## src/rtl/booth_seq_ctrl.sv

```systemverilog
// Moore control FSM for a signed radix-2 Booth multiplier datapath.
// Loads M and Q, runs WIDTH test/add-sub/shift iterations, then presents A and Q.
module booth_seq_ctrl #(
  parameter int WIDTH = 8,
  parameter int CNT_W = $clog2(WIDTH) + 1
) (
  input  logic       clk,
  input  logic       reset,
  input  logic       start,
  input  logic       q0,
  input  logic       q_m1,
  output logic       ld_m,
  output logic       ld_q,
  output logic       clr_a,
  output logic       ld_a,
  output logic       sub,
  output logic       shr,
  output logic       out_a,
  output logic       out_q,
  output logic       busy,
  output logic       done,
  output logic [3:0] state_dbg
);

  localparam logic [3:0] S_IDLE   = 4'd0;
  localparam logic [3:0] S_LOAD_M = 4'd1;
  localparam logic [3:0] S_LOAD_Q = 4'd2;
  localparam logic [3:0] S_TEST   = 4'd3;
  localparam logic [3:0] S_ADD    = 4'd4;
  localparam logic [3:0] S_SUB    = 4'd5;
  localparam logic [3:0] S_SHIFT  = 4'd6;
  localparam logic [3:0] S_OUT_A  = 4'd7;
  localparam logic [3:0] S_OUT_Q  = 4'd8;
  localparam logic [3:0] S_DONE   = 4'd9;

  logic [3:0]       state;
  logic [3:0]       state_nx;
  logic [CNT_W-1:0] cnt;
  logic             last_iter;

  // cnt is compared before its increment, so SHIFT runs exactly WIDTH times.
  assign last_iter = (cnt == CNT_W'(WIDTH - 1));
  assign state_dbg = state;

  always_ff @(posedge clk or negedge reset) begin
    if (!reset) begin
      state <= S_IDLE;
      cnt   <= '0;
    end else begin
      state <= state_nx;
      if (state == S_LOAD_Q) begin
        cnt <= '0;
      end else if (state == S_SHIFT) begin
        cnt <= cnt + CNT_W'(1);
      end
    end
  end

  always_comb begin
    state_nx = state;
    case (state)
      S_IDLE:   if (start) state_nx = S_LOAD_M;
      S_LOAD_M: state_nx = S_LOAD_Q;
      S_LOAD_Q: state_nx = S_TEST;
      S_TEST: begin
        // Booth pair {Q[0],Q[-1]}: 10 subtracts M, 01 adds M, otherwise shift only.
        case ({q0, q_m1})
          2'b10:   state_nx = S_SUB;
          2'b01:   state_nx = S_ADD;
          default: state_nx = S_SHIFT;
        endcase
      end
      S_ADD:    state_nx = S_SHIFT;
      S_SUB:    state_nx = S_SHIFT;
      S_SHIFT:  state_nx = last_iter ? S_OUT_A : S_TEST;
      S_OUT_A:  state_nx = S_OUT_Q;
      S_OUT_Q:  state_nx = S_DONE;
      S_DONE:   state_nx = S_IDLE;
      default:  state_nx = S_IDLE;
    endcase
  end

  always_comb begin
    ld_m  = 1'b0;
    ld_q  = 1'b0;
    clr_a = 1'b0;
    ld_a  = 1'b0;
    sub   = 1'b0;
    shr   = 1'b0;
    out_a = 1'b0;
    out_q = 1'b0;
    done  = 1'b0;
    busy  = (state != S_IDLE);
    case (state)
      S_LOAD_M: ld_m = 1'b1;
      S_LOAD_Q: begin
        ld_q  = 1'b1;
        clr_a = 1'b1;
      end
      S_ADD:    ld_a = 1'b1;
      S_SUB: begin
        ld_a = 1'b1;
        sub  = 1'b1;
      end
      S_SHIFT:  shr   = 1'b1;
      S_OUT_A:  out_a = 1'b1;
      S_OUT_Q:  out_q = 1'b1;
      S_DONE:   done  = 1'b1;
      default: ;
    endcase
  end

endmodule

```

## config.mk

```make
export PLATFORM = sky130hd
export DESIGN_NAME = booth_seq_ctrl
export DESIGN_NICKNAME = d
export VERILOG_FILES = /design/src/rtl/booth_seq_ctrl.sv
export SDC_FILE = /design/constraint.sdc
export NUM_CORES = 1
export LEC_CHECK = 0
export BUFFER_PORTS_ARGS = -buffer_cell sky130_fd_sc_hd__buf_2
export CAP_MARGIN = 20
export CORE_MARGIN = 3
export CORE_UTILIZATION = 40
export DETAILED_ROUTE_END_ITERATION = 10
export PLACE_DENSITY_LB_ADDON = 0.15
export SYNTH_ARGS = -nofsm -noshare
export SYNTH_HDL_FRONTEND = slang
export SYNTH_SLANG_ARGS = --single-unit
```

## constraint.sdc

```tcl
create_clock -name clk -period 3.86 [get_ports clk]
set_clock_uncertainty 0.2 [all_clocks]
set_input_delay 0.772 -clock clk [delete_from_list [all_inputs] [get_ports clk]]
set_output_delay 0.772 -clock clk [all_outputs]
set_load 0.03 [all_outputs]
```

==> run_results.csv, run 1 <==
group,metric,value,unit
setup_path,path_class,"reg2out",
power,swShare,0.541,
final_layout,register_area,200,um2
yosys,synth_area,524,um2
detailed_routing,drtIter0Drc,7,
sta,rsz0062_at_grt,"no",
die,core,1170,um2
sta,period_minus_slack,2.52,ns
yosys,synth_ff_type,"dfrtp_1",
yosys,netlist_instances,56,
die,io_pins,19,
cts,clockBufferDepth,2,
global_route,grt_usage,0.121,
global_route,grt_overflow,0,
die,dieHeight,42.2,um
setup_path,crit_buf_inv,1,
job,cap_violations,0,
cts,cts.reportedPaths.clkPinSlew,0.06,ns
sta,finalCritPeriodShare,0.654,
power,p_per_area,916,nW/um2
final_layout,fin_nets,81,
sta,fmax,396,MHz
yosys,synth_seq_cells,8,
cts,cts_tree,"built",
yosys,syn_area_per_cell,9.36,um2
detailed_routing,vias,454,
setup_path,crit_family,"flip-flops",
detailed_routing,avgViaCountPerCell,5.28,
yosys,yosys.area.top_type,"dfrtp_1",
power,switchingPower,0.310,mW
power,leakage,0.317,nW
power,power,0.572,mW
yosys,yosysMostFrequentCell,"dfrtp_1",
setup_path,reg2reg_to,"cnt[2]",
cts,clock-sinks,8,
sta,fin_tns_setup,0,ns
setup_path,r2r_cells,3,
setup_path,path_cells,"or4_1, buf_2",
yosys,synth_top_cell_area_share,0.382,
yosys,yosys-top-cells-area,"dfrtp_1 (38%), ha_1 (4.8%), nand2b_1 (4.8%)",
sta,setup_viol,0,
detailed_routing,drc_errors,0,
yosys,synthArstFlopShare,1.00,
power,sequentialPowerShare,0.348,
die,die-area,1780,um2
cts,ctsResizeCount,0,
final_layout,areaGrowthSynthToFinish,19.1,%
cts,cts_buffers,3,
setup_path,required,2.89,ns
detailed_routing,ant_nets,0,
detailed_routing,firstDrtPassIters,4,
yosys,synth_common_cells,"dfrtp_1 (8), nand2_1 (4), nand2b_1 (4), nor2_1 (4)",
setup_path,endpoint_kind,"output port",
sta,drv_slew,0,
yosys,synth_edf_count,0,
cts,hold_buffers,0,
sta,finalHoldViolations,0,
final_layout,fillers,117,
placement,portBuffers,18,
sta,slew_headroom,0.634,
detailed_routing,wl_per_cell,12.5,um
cts,htreeDepth,1,
final_layout,multi_input_area,279,um2
setup_path,r2r-start,"state_dbg[2]",
final_layout,drive_gt1_frac,0.347,
cts,cts_setup_buffers,0,
die,start_util,0.448,
yosys,synth_nets,63,
cts,cts-root-buf,"clkbuf_4",
global_route,grt_pass1_vias,359,
power,pwr-share-clk,0.113,
setup_path,r2r_slack,2.23,ns
setup_path,slowest_delay,0.58,ns
global_route,grt_max_degree,17,
placement,detailed_place_hpwl,790,um
global_route,antenna_found_initial,0,
sta,whs,0.148,ns
setup_path,worstPathArrival,1.55,ns
power,p_int,0.263,mW
setup_path,crit_slowest_cell,"dfrtp_1",
die,die_w,42.2,um
placement,place_ws,1.63,ns
setup_path,path_max_fanout,15,
placement,gp_congestion,0.706,
yosys,ys_warn_count,0,
sta,worst_slew_pin_slew,0.549,ns
hold_path,hp-class,"in2async",
power,peakVddDrop,0.387,mV
die,core.rowCount,12,
yosys,yosysUniqueCellTypes,28,
setup_path,start_kind,"flop",
power,p_comb_frac,0.539,
run_status,run_status,"completed",
cts,clk-insertion-delay-late,0.25,ns
final_layout,diodes,0,
detailed_routing,wirelength,1.08,mm
global_route,grt_pass1_wl,1.68,mm
yosys,ys_seq_area_frac,0.382,
sta,setup_ws,1.34,ns
-- area by class of cell --
cell class,count,area share
Multi-Input combinational cell,39,0.447
Inverter,4,0.0240
Timing Repair Buffer,18,0.144
Clock buffer,3,0.0361
Sequential cell,8,0.321
Tap cell,14,0.0281
-- per-stage QoR --
| stage | cells | area (um2) | util |
|---|---|---|---|
| 2_1_floorplan | 56 | 524 | - |
| 3_3_place_gp | 83 | 602 | 0.514 |
| 3_5_place_dp | 83 | 602 | 0.514 |
| 4_1_cts | 86 | 624 | 0.533 |
| 5_1_grt | 86 | 624 | 0.533 |
| 6_report | 86 | 624 | 0.533 |
-- worst max-delay path by stage --
stage / start / end / slack (ns) / cells after the start
finish: state_dbg[2] / busy / 1.34 / 2
global route: state_dbg[1] / busy / 1.27 / 2
CTS: state_dbg[2] / busy / 1.34 / 2
detailed placement: state_dbg[2] / busy / 1.63 / 2
global placement: state_dbg[2] / busy / 1.63 / 2
floorplan: state_dbg[1] / done / 1.24 / 3
-- per-layer routing --
metal / vias up / GRT usage / wire, um
li1: 233 / - / -
met1: 211 / 0.158 / 554
met2: 10 / 0.185 / 468
met3: 0 / 0.0429 / 54
met4: 0 / 0.0373 / 0
met5: - / 0 / 0
-- cell families after synthesis --
| kind of cell | count (synthesis) | share of synthesized area |
|---|---|---|
| adder cells (fa/ha/maj) | 2 | 0.0477 |
| buffers and inverters | 9 | 0.0859 |
| AND/OR/NAND/NOR | 26 | 0.344 |
| AO/OA/AOI/OAI | 11 | 0.141 |
| flip-flops | 8 | 0.382 |
-- power by group through the flow --
stage                     Sequential (mW)  Combinational [mW]  Clock, mW
after detailed placement            0.199               0.312          0
after global placement              0.195               0.310          0
after global routing                0.210               0.332     0.0736
after floorplan                     0.183               0.264          0
after CTS                           0.197               0.312     0.0663
final                               0.199               0.308     0.0647
-- flip-flops by register name, summed over array words and instances (netlist names) --
register / count
state_dbg: 4
cnt: 4
-- placed cells by master (no fill, tap or decap) --
cell type and n:
a21oi_1 3, and3_1 1, a311oi_1 1, nor3_1 3, a211oi_1 1, ha_1 2
inv_2 1, a21o_1 1, a211o_1 1, nand3_1 1, nor4_1 1, clkbuf_4 3
and4bb_4 1, dfrtp_1 8, or4_1 2, o21ai_1 2, nor4b_2 1, nand4b_1 1
nand2b_1 4, nor2_1 4, nor4b_4 1, buf_2 18, a31o_1 1, nor3b_1 1
inv_1 3, o31ai_1 1, or2_1 1, nand2_1 4
(Power assumes the default switching activity.)
==> inputs of run 2 (changes only) <==
- clock period: 3.86 -> 2.3 ns (I/O delays scaled with it)
==> run_results.csv, run 2 (synthesis gave the netlist of run 1 again) <==
group,metric,value,unit
sta,fin_tns_setup,0,ns
global_route,grt_max_degree,17,
detailed_routing,drc_errors,0,
detailed_routing,avgViaCountPerCell,5.40,
cts,cts.reportedPaths.clkPinSlew,0.05,ns
final_layout,drive_gt1_frac,0.356,
detailed_routing,ant_nets,0,
power,leakage,0.322,nW
cts,clock-sinks,8,
placement,place_ws,0.378,ns
power,power,0.962,mW
sta,worst_slew_pin_slew,0.541,ns
final_layout,mostFrequentLayoutCell,"buf_2",
sta,fmax,457,MHz
setup_path,endpoint_kind,"output port",
setup_path,worstPathArrival,1.53,ns
die,die-area,1780,um2
die,start_util,0.448,
sta,finalCritPeriodShare,0.951,
sta,rsz0062_at_grt,"no",
hold_path,min_to,"cnt[3]",
die,io_pins,19,
die,die_w,42.2,um
sta,period_minus_slack,2.19,ns
setup_path,slowest_delay,0.57,ns
hold_path,hp-class,"reg2reg",
detailed_routing,drtIter0Drc,7,
hold_path,min_path_cells,3,
setup_path,required,1.64,ns
sta,drv_slew,0,
setup_path,crit_buf_inv,1,
setup_path,r2r_cells,3,
setup_path,path_class,"reg2out",
detailed_routing,firstDrtPassIters,4,
power,peakVddDrop,0.756,mV
placement,gp_congestion,0.709,
setup_path,crit_slowest_cell,"dfrtp_1",
final_layout,fin_nets,82,
detailed_routing,wl_per_cell,12.6,um
setup_path,path_max_fanout,15,
die,core,1170,um2
power,p_per_area,1500,nW/um2
cts,htreeDepth,1,
cts,cts_tree,"built",
setup_path,r2r-start,"state_dbg[2]",
final_layout,mostFrequentLayoutCells,"buf_2 (18), dfrtp_1 (8), nand2b_1 (4), nand2_1 (4), nor2_1 (4)",
setup_path,r2r_slack,0.69,ns
placement,detailed_place_hpwl,772,um
sta,setup_viol,0,
hold_path,hold_path_startpoint,"cnt[3]",
cts,clockBufferDepth,2,
global_route,grt_pass1_wl,1.81,mm
final_layout,areaGrowthSynthToFinish,22.0,%
sta,setup_ws,0.112,ns
detailed_routing,vias,470,
placement,portBuffers,18,
final_layout,fillers,117,
final_layout,diodes,0,
global_route,grt_pass1_vias,432,
run_status,run_status,"completed",
setup_path,crit_family,"flip-flops",
setup_path,start_kind,"flop",
sta,slew_headroom,0.639,
global_route,grt_overflow,0,
cts,clk-insertion-delay-late,0.25,ns
cts,cts-root-buf,"clkbuf_4",
die,dieHeight,42.2,um
setup_path,reg2reg_to,"cnt[0]",
detailed_routing,wirelength,1.10,mm
sta,finalHoldViolations,0,
setup_path,path_cells,"or4_1, buf_2",
die,core.rowCount,12,
global_route,grt_usage,0.131,
global_route,antenna_found_initial,0,
job,cap_violations,0,
cts,cts_buffers,3,
## run 2: layout make-up
class | instances | area [um2] | area share
well taps | 14 | 17.5 | 0.0274
inverters | 4 | 15.0 | 0.0235
flip-flops and latches | 8 | 200 | 0.313
repair buffers | 19 | 100 | 0.157
multi-input cells | 39 | 284 | 0.444
clock buffers | 3 | 22.5 | 0.0352
## run 2: repair_timing
action | in CTS | in global routing
gates resized for setup | 0 | 0
setup endpoints to repair | 0 | 0
hold buffers | 1 | 0
hold endpoints to repair | 8 | 0
setup buffers | 0 | 0
## run 2: where the power goes
part	internal (mW)	switching, mW	total [mW]	leakage [nW]
Sequential	0.187	0.151	0.338	0.103
Clock	0.0595	0.0439	0.103	0.0138
Combinational	0.196	0.324	0.520	0.205
Total	0.442	0.519	0.962	0.322
## run 2: through the flow
| stage | util | instances | hold slack [ns] | area [um2] |
|---|---|---|---|---|
| CTS | 0.546 | 87 | 0.326 | 639 |
| floorplan | - | 56 | -0.0356 | 529 |
| global placement | 0.518 | 83 | 0.113 | 607 |
| global route | 0.546 | 87 | 0.363 | 639 |
| finish | 0.546 | 87 | 0.320 | 639 |
| detailed placement | 0.518 | 83 | 0.110 | 607 |
## run 2: how the worst max path moves through the flow
stage                            start    to  slack (ns)  cells after the start
after CTS                 state_dbg[1]  busy        0.10                      2
after global placement    state_dbg[2]  busy        0.40                      2
after global routing      state_dbg[2]  busy        0.03                      2
after detailed placement  state_dbg[1]  busy        0.38                      2
final                     state_dbg[2]  busy        0.11                      2
after floorplan           state_dbg[1]  ld_m        0.07                      3
## run 2: worst min-delay path, stage by stage, from the launching register on
cell and delay (ns):
dfrtp_1 0.32, inv_1 0.06, nand3_1 0.06, nand2_1 0.04
## run 2: per-layer routing
layer	up-vias	GRT usage	routed length [um]
li1	237	-	-
met1	220	0.152	494
met2	13	0.219	538
met3	0	0.0300	62
met4	0	0.0745	0
met5	-	0	0
